--- src/rtl/dmem_bridge.sv ---
// Data-memory bridge: posts stores into an in-order write buffer, serialises loads
// behind them, and does big-endian byte-lane steering between the CPU and a req/ack memory.
module dmem_bridge #(
    parameter int DEPTH = 2
) (
    input  logic        clk,
    input  logic        reset,
    input  logic [31:0] cpu_addr,
    input  logic [31:0] cpu_wdata,
    input  logic        cpu_wr,
    input  logic        cpu_rd,
    input  logic [1:0]  cpu_size,
    output logic [31:0] cpu_rdata,
    output logic        stall,
    output logic        misalign,
    output logic        m_req,
    output logic        m_we,
    output logic [31:0] m_addr,
    output logic [31:0] m_wdata,
    output logic [3:0]  m_be,
    input  logic        m_ack,
    input  logic [31:0] m_rdata
);

    localparam int PW = (DEPTH > 1) ? $clog2(DEPTH) : 1;
    localparam int CW = $clog2(DEPTH + 1);
    localparam logic [CW-1:0] CNT_FULL = CW'(DEPTH);
    localparam logic [PW-1:0] PTR_LAST = PW'(DEPTH - 1);

    localparam logic [1:0] S_IDLE    = 2'd0;
    localparam logic [1:0] S_WR_REQ  = 2'd1;
    localparam logic [1:0] S_RD_REQ  = 2'd2;
    localparam logic [1:0] S_RD_DONE = 2'd3;

    logic [1:0]    state_q, state_d;
    logic [CW-1:0] count_q, count_d;
    logic [PW-1:0] wr_ptr_q, wr_ptr_d;
    logic [PW-1:0] rd_ptr_q, rd_ptr_d;

    logic          m_req_q, m_req_d;
    logic          m_we_q, m_we_d;
    logic [31:0]   m_addr_q, m_addr_d;
    logic [31:0]   m_wdata_q, m_wdata_d;
    logic [3:0]    m_be_q, m_be_d;
    logic [31:0]   rdata_q, rdata_d;

    logic [31:0]   buf_addr_q [DEPTH];
    logic [31:0]   buf_data_q [DEPTH];
    logic [3:0]    buf_be_q   [DEPTH];

    logic          access, illegal, ld_ok, st_ok, full, push, pop;
    logic [31:0]   st_data, ld_data;
    logic [3:0]    st_be;
    logic [31:0]   word_addr;

    function automatic logic [PW-1:0] ptr_inc(input logic [PW-1:0] p);
        return (p == PTR_LAST) ? '0 : p + 1'b1;
    endfunction

    assign access    = cpu_rd | cpu_wr;
    assign word_addr = {cpu_addr[31:2], 2'b00};

    always_comb begin
        illegal = (cpu_rd & cpu_wr)
                | (cpu_size == 2'b11)
                | ((cpu_size == 2'b01) & cpu_addr[0])
                | ((cpu_size == 2'b00) & (cpu_addr[1:0] != 2'b00));
    end

    assign ld_ok = cpu_rd & ~illegal;
    assign st_ok = cpu_wr & ~illegal;
    assign full  = (count_q == CNT_FULL);
    assign push  = reset & st_ok & ~full;

    // stall uses the registered count, so a pop in the same cycle never unstalls a store
    assign misalign = reset & access & illegal;
    assign stall    = reset & ((ld_ok & (state_q != S_RD_DONE)) | (st_ok & full));

    // Store steering: lane k is bits [31-8k -: 8], data replicated across lanes
    always_comb begin
        st_data = cpu_wdata;
        st_be   = 4'b1111;
        case (cpu_size)
            2'b01: begin
                st_data = {2{cpu_wdata[15:0]}};
                st_be   = cpu_addr[1] ? 4'b0011 : 4'b1100;
            end
            2'b10: begin
                st_data = {4{cpu_wdata[7:0]}};
                st_be   = 4'b1000 >> cpu_addr[1:0];
            end
            default: ;
        endcase
    end

    // Load extraction: right-aligned, zero-filled
    always_comb begin
        ld_data = m_rdata;
        case (cpu_size)
            2'b01: ld_data = cpu_addr[1] ? {16'b0, m_rdata[15:0]} : {16'b0, m_rdata[31:16]};
            2'b10: begin
                case (cpu_addr[1:0])
                    2'd0:    ld_data = {24'b0, m_rdata[31:24]};
                    2'd1:    ld_data = {24'b0, m_rdata[23:16]};
                    2'd2:    ld_data = {24'b0, m_rdata[15:8]};
                    default: ld_data = {24'b0, m_rdata[7:0]};
                endcase
            end
            default: ;
        endcase
    end

    always_comb begin
        state_d   = state_q;
        m_req_d   = m_req_q;
        m_we_d    = m_we_q;
        m_addr_d  = m_addr_q;
        m_wdata_d = m_wdata_q;
        m_be_d    = m_be_q;
        rdata_d   = rdata_q;
        pop       = 1'b0;
        case (state_q)
            S_IDLE: begin
                // Buffered stores always win over a waiting load
                if (count_q != '0) begin
                    state_d   = S_WR_REQ;
                    m_req_d   = 1'b1;
                    m_we_d    = 1'b1;
                    m_addr_d  = buf_addr_q[rd_ptr_q];
                    m_wdata_d = buf_data_q[rd_ptr_q];
                    m_be_d    = buf_be_q[rd_ptr_q];
                end else if (ld_ok) begin
                    state_d   = S_RD_REQ;
                    m_req_d   = 1'b1;
                    m_we_d    = 1'b0;
                    m_addr_d  = word_addr;
                    m_wdata_d = '0;
                    m_be_d    = 4'b1111;
                end
            end
            S_WR_REQ: begin
                if (m_ack) begin
                    pop     = 1'b1;
                    m_req_d = 1'b0;
                    state_d = S_IDLE;
                end
            end
            S_RD_REQ: begin
                if (m_ack) begin
                    rdata_d = ld_data;
                    m_req_d = 1'b0;
                    state_d = S_RD_DONE;
                end
            end
            default: state_d = S_IDLE;
        endcase
    end

    always_comb begin
        wr_ptr_d = push ? ptr_inc(wr_ptr_q) : wr_ptr_q;
        rd_ptr_d = pop  ? ptr_inc(rd_ptr_q) : rd_ptr_q;
        count_d  = count_q;
        case ({push, pop})
            2'b10:   count_d = count_q + 1'b1;
            2'b01:   count_d = count_q - 1'b1;
            default: ;
        endcase
    end

    always_ff @(posedge clk) begin
        if (!reset) begin
            state_q   <= S_IDLE;
            count_q   <= '0;
            wr_ptr_q  <= '0;
            rd_ptr_q  <= '0;
            m_req_q   <= 1'b0;
            m_we_q    <= 1'b0;
            m_addr_q  <= '0;
            m_wdata_q <= '0;
            m_be_q    <= '0;
            rdata_q   <= '0;
        end else begin
            state_q   <= state_d;
            count_q   <= count_d;
            wr_ptr_q  <= wr_ptr_d;
            rd_ptr_q  <= rd_ptr_d;
            m_req_q   <= m_req_d;
            m_we_q    <= m_we_d;
            m_addr_q  <= m_addr_d;
            m_wdata_q <= m_wdata_d;
            m_be_q    <= m_be_d;
            rdata_q   <= rdata_d;
        end
    end

    // Entry payload needs no reset; validity is tracked by count_q
    always_ff @(posedge clk) begin
        if (push) begin
            buf_addr_q[wr_ptr_q] <= word_addr;
            buf_data_q[wr_ptr_q] <= st_data;
            buf_be_q[wr_ptr_q]   <= st_be;
        end
    end

    assign m_req     = m_req_q;
    assign m_we      = m_we_q;
    assign m_addr    = m_addr_q;
    assign m_wdata   = m_wdata_q;
    assign m_be      = m_be_q;
    assign cpu_rdata = rdata_q;

endmodule

--- config.mk ---
export PLATFORM = sky130hd
export DESIGN_NAME = dmem_bridge
export DESIGN_NICKNAME = d
export VERILOG_FILES = /design/src/rtl/dmem_bridge.sv
export SDC_FILE = /design/constraint.sdc
export NUM_CORES = 1
export LEC_CHECK = 0
export BUFFER_PORTS_ARGS = -buffer_cell sky130_fd_sc_hd__buf_2
export CAP_MARGIN = 5
export CORE_MARGIN = 2
export CORE_UTILIZATION = 55
export CTS_BUF_LIST = sky130_fd_sc_hd__clkbuf_8
export DETAILED_ROUTE_END_ITERATION = 6
export PLACE_DENSITY = 0.8
export SLEW_MARGIN = 5
export SYNTH_ARGS = -nofsm -noshare
export SYNTH_HDL_FRONTEND = slang
export SYNTH_SLANG_ARGS = --single-unit
--- constraint.sdc ---
create_clock -name clk -period 6.47 [get_ports clk]
set_input_delay 1.294 -clock clk [delete_from_list [all_inputs] [get_ports clk]]
set_output_delay 1.294 -clock clk [all_outputs]
set_load 0.05 [all_outputs]
-- Word level (Yosys, flattened, before mapping)
Memories as Yosys holds them, arrays and structs flattened. A register that Yosys moved wholly into a read port is not among the register bits.
Index checks and enable logic that the tools add are counted.
W data, S select, Z words.
- register bits: 108
- bits in writable memories: 132
- output and inout bits: 104
- memories kept: 3
- memories (memory ; depth ; width ; read ports ; clocked after memory_dff ; write ports ; line ; text):
    buf_data_q ; 2 ; 32 ; 1 ; 1 ; 1 ; 48 ; logic [31:0] buf_data_q [DEPTH];
    buf_addr_q ; 2 ; 30 ; 1 ; 1 ; 1 ; 47 ; logic [31:0] buf_addr_q [DEPTH];
    buf_be_q ; 2 ; 4 ; 1 ; 1 ; 1 ; 49 ; logic [3:0] buf_be_q [DEPTH];
- add/sub/neg operators: 4
- eq/ne operators: 15
- shift operators: 1
- muxes and demuxes: 36
- bitwise logic cells: 19
- reduce and logical (&&, ||, !) cells: 13
- operators by type and width (kind ; number):
    $mux W32 ; 4
    $pmux W32 S2 ; 2
    $pmux W8 S3 ; 1
    $mux W1 ; 17
    $mux W16 ; 1
    $and A1 B1 Y1 ; 12
    $eq A2 B2 Y1 const B ; 6
    $mux W4 ; 3
    $reduce_bool A2 Y1 ; 5
    $eq A2 B1 Y1 const B ; 4
    $mux W2 ; 4
    $pmux W4 S2 ; 1
    $logic_not A2 Y1 ; 3
    $ne A2 B2 Y1 const B ; 3
    $pmux W2 S3 ; 1
    $reduce_and A3 Y1 ; 2
    $or A1 B1 Y1 ; 5
    $pmux W2 S2 ; 1
    $reduce_and A2 Y1 ; 2
    $shr A4 B2 Y4 const A ; 1
    $ne A3 B3 Y1 const B ; 1
    $add A1 B1 Y1 const B ; 2
    $add A2 B1 Y2 const B ; 1
    $ne A2 B1 Y1 const B ; 1
    other kinds (4) ; 5

-- Logic depth before layout (Yosys ltp)
- depth in word-level cells: 10
- depth in mapped cells: 9
- depth with buffers taken out: 9

-- Worst setup path after synthesis
Ideal clock, no wire load.
- path type: input-to-reg
- start: input port cpu_size[1]
- end: memory buf_addr_q[0][0] in the netlist's numbering (enable)
- arrival: 4.882 ns
- required time: 5.979 ns
- slack: 1.098 ns
- stages: 6
- cell sequence: inv_1 ha_1 a211oi_4 or2_2 nand4_1 nor2_1
- longest elaborated chain between the ends: 10
- ends and longest elaborated chain (element ; line ; text):
    from (decl) ; 12 ; input logic [1:0] cpu_size,
    $eq A2 B2 Y1 or $eq A2 B1 Y1 (tied branches) ; 65, 66 ;
    $or A1 B1 Y1 or $and A1 B1 Y1 (tied branches) ; 65, 66 ;
    $or A1 B1 Y1 ; 66 ; | ((cpu_size == 2'b01) & cpu_addr[0])
    $or A1 B1 Y1 (*) ; 67 ; | ((cpu_size == 2'b00) & (cpu_addr[1:0] != 2'b00));
    $not A1 Y1 (*) ; 71 ; assign st_ok = cpu_wr & ~illegal;
    $and A1 B1 Y1 (*) ; 71 ;
    $and A1 B1 Y1 (*) (2 in series) ; 73 ; assign push = reset & st_ok & ~full;
    $mux W1 (*) ; 198 ; if (push) begin
    $mux W1 (not written as such) (*) ; 199 ; buf_addr_q[wr_ptr_q] <= word_addr;
    to (decl) ; 47 ;
Mark *: on every way between the ends. The rest lies on a longest branch, timed or not.

-- Final worst setup path
- start: input port cpu_size[1]
- end: output port misalign
- longest elaborated chain between the ends: 5
- ends and longest elaborated chain (element ; line ; text):
    $eq A2 B2 Y1 or $eq A2 B1 Y1 (tied branches) ; 65, 66 ;
    $or A1 B1 Y1 or $and A1 B1 Y1 (tied branches) ; 65, 66 ;
    $or A1 B1 Y1 ; 66 ;
    $or A1 B1 Y1 (*) ; 67 ;
    $and A1 B1 Y1 (*) ; 76 ; assign misalign = reset & access & illegal;
    to (decl) ; 15 ; output logic misalign,
Marked as above.

==> results.toml <==
[flow_run]
maxCapViolations = 0

[power]
seqPwrFrac_pct = 42.9
p_int_w = 0.002810
leakage_nw = 4.620
comb_power_share_pct = 26.8
powerDensity_nw_per_um2 = 370.6
swShare_pct = 34.71
pwr-share-clk_pct = 30.3
p_sw_w = 0.001494
peakVddDrop_uv = 203.1

[timing]
period_share_pct = 68.92
timing.slew.headroom_pct = 19.18
timing.fmax_ghz = 0.2242
rsz0062_at_grt = "no"
slew_viol_final = 0
skew_ns = 0.02273
setup_viol = 0
tightest_slew_ns = 1.209
final-hold-violation-count = 0
fin_setup_tns_ns = 0
fin_crit_ns = 4.459

[floorplanning]
start_util_pct = 56.25
coreArea_um2 = 17300
boundaryPins = 207
std_cell_rows = 48
die-width_um = 137
die_h_um = 137
die-area_um2 = 18770

[clocking]
clkTransAtPathRegs_ns = 0.06
cts_root_buffer = "clkbuf_8"
cts_setup_buffers = 0
cts_buffer_depth = 3
holdBufCountCts = 0
cts_tree = "yes"
cts-buffers-inserted = 38
ctsHtreeMaxLevel = 2
cts.sinks = 239
cts_resized = 0
clk_latency_ns = 0.52

[routing]
dr.pass1.iters = 5
finalWirelength_mm = 22.52
via_count = 6982
detail-route-antenna-nets = 0
wl_per_cell_um = 18.32
via_per_inst = 5.681
drtIter0Drc = 518
drc = 0

[synth]
yosysTopAreaCell = "edfxtp_1"
synth_area_um2 = 9729
synth_warnings = 0
ys.flop_type = "edfxtp_1"
netlist_top_cells_count = "132 x edfxtp_1, 107 x dfxtp_1, 96 x mux2i_1, 96 x nand2_1, 40 x o2bb2ai_1"
synthDominantCellAreaShare_pct = 40.74
ys_types = 47
seq_area_frac_synth_pct = 62.76
ys_ff_latch = 239
async_flop_share_pct = 0
syn_inst = 784
yosys-top-cells-area = "edfxtp_1 41%, dfxtp_1 22%, mux2i_1 9.9%"
synth_area_per_cell_um2 = 12.41
post-synth-top-count-cell = "edfxtp_1"
synth_edf_count = 132

[worst_setup_path]
cp.required_ns = 5.18
worst_path_most_repeated_cell = "buf_2"
critPathKind = "input port to output pin"
r2r-start = "state_q[0]"
reg2reg_slack_ns = 3.85
cp-startpoint = "cpu_size[1]"
crit_path_end_kind = "output pin"
max_stage_delay_ns = 0.71
cp-start-kind = "input port"
crit_path_top_delay_cell = "ha_1"
path_cells = "buf_2 > inv_1 > ha_1 > a211oi_4 > nor2_2 > o21ai_0 > a21oi_1 > buf_2"
ff2ff_path_depth = 6
worstPathMaxFanout = 21
critPathArrivalTime_ns = 3.17

[final_layout]
fillerInstances = 1293
antenna_cells = 0
fin_nets = 1088
syn2layout_area_growth_pct = 19.37
layout-drive-gt1-share_pct = 28.49
fin_util_pct = 67.14

[min_path]
hp-class = "register to register"
min_path_cells = 2
hold_path_startpoint = "cpu_rdata[25]"

[grt]
grtUsageTotal_pct = 23.85
grt_antenna_before_repair = 0
grt_start_max_net_pins = 72
grt_pass1_wl_mm = 34.73
grt_pass1_vias = 6829
grt-ovfl-total = 0

[run_status]
status = "finished, final reports clean"

[placed_design]
gp_congestion = 0.8710
port_buffers = 204
detailed_place_hpwl_mm = 14.84
[kinds of logic (layout without fill, tap and decap cells)]
group                      after synthesis  in the layout  share of synthesized area, %
adders and majority gates                9              9                         1.157
other                                    1              2                       0.03854
DFF                                    239            239                         62.76
buffers and inverters                   73            292                         3.356
xor gates and xnor gates                 4              4                        0.3601
muxes                                  104            104                         10.80
and+or+nand+nor                        168            168                         7.562
AOI/OAI and AO/OA                      186            186                         13.97
[per-layer routing]
metal	vias up	wire length, µm	track usage (%)
met3	55	1653	5.778
li1	3317	-	-
met2	295	11010	39.05
met5	-	0	0
met1	3315	9181	30.54
met4	0	673	9.622
[power groups by stage]
stage                     combinational, W  sequential, W  clock [W]
final                              0.00115        0.00185    0.00130
after floorplan                   0.000505        0.00225          0
after detailed placement           0.00115        0.00187          0
after global routing               0.00123        0.00186    0.00139
after global placement             0.00114        0.00187          0
after CTS                          0.00116        0.00185    0.00133
[path summary, 6_finish.rpt]
| kind | end |
|---|---|
| worst min register to register | cpu_rdata[25] |
| worst max register to register | m_wdata[19] |
| worst min-delay path | cpu_rdata[25] |
| worst max-delay path | misalign |
[per-stage QoR]
step / total power, W / cells / setup slack [ns] / area, µm² / hold slack, ns
after floorplan: 0.002755 / 785 / 1.098 / 9733 / 0.4812
after global placement: 0.003012 / 1161 / 2.074 / 10840 / 0.4350
after CTS: 0.004333 / 1229 / 2.063 / 11610 / 0.4549
final: 0.004304 / 1229 / 2.011 / 11610 / 0.4532
after global routing: 0.004482 / 1229 / 1.894 / 11610 / 0.4685
after detailed placement: 0.003029 / 1161 / 2.050 / 10840 / 0.4421
[layout make-up]
type / count / area [µm²] / area share (%)
inverters: 12 / 45.04 / 0.3878
multi-input cells: 473 / 3322 / 28.60
clock buffers: 43 / 591.8 / 5.096
clock inverters: 25 / 182.7 / 1.573
repair buffers: 212 / 1081 / 9.308
well taps: 225 / 281.5 / 2.424
flip-flops and latches: 239 / 6110 / 52.61
[placed cells by master (no fill, tap or decap), types with 5 or more instances in the layout]
| cell type | instances |
|---|---|
| nand2_1 | 96 |
| ha_1 | 9 |
| buf_4 | 8 |
| nor2_1 | 25 |
| inv_1 | 19 |
| mux2_2 | 8 |
| o2bb2ai_1 | 40 |
| o211ai_1 | 31 |
| edfxtp_1 | 132 |
| dfxtp_1 | 106 |
| mux2i_1 | 96 |
| o21ai_0 | 22 |
| clkinv_2 | 5 |
| a22o_1 | 16 |
| a22oi_1 | 8 |
| buf_2 | 204 |
| a221oi_1 | 16 |
| a211oi_1 | 5 |
| a21oi_1 | 38 |
| clkbuf_8 | 43 |
| clkinv_1 | 9 |
| nand3_1 | 17 |
[critical path, delay by kind of cell]
family / cells / cell delay, ns
adder cells (fa/ha/maj): 1 / 0.71
buffers and inverters: 3 / 0.47
AO/OA/AOI/OAI: 3 / 0.40
AND/OR/NAND/NOR: 1 / 0.28
[flip-flops by register name, summed over array words and instances, names as in the netlist, named ones only]
name and flops:
buf_addr_q 60, buf_be_q 8, buf_data_q 64, count_q 2
cpu_rdata 32, m_addr 30, m_be 4, m_req 1
m_wdata 32, m_we 1, rd_ptr_q 1, state_q 2
wr_ptr_q 1
(Power assumes the default switching activity.)
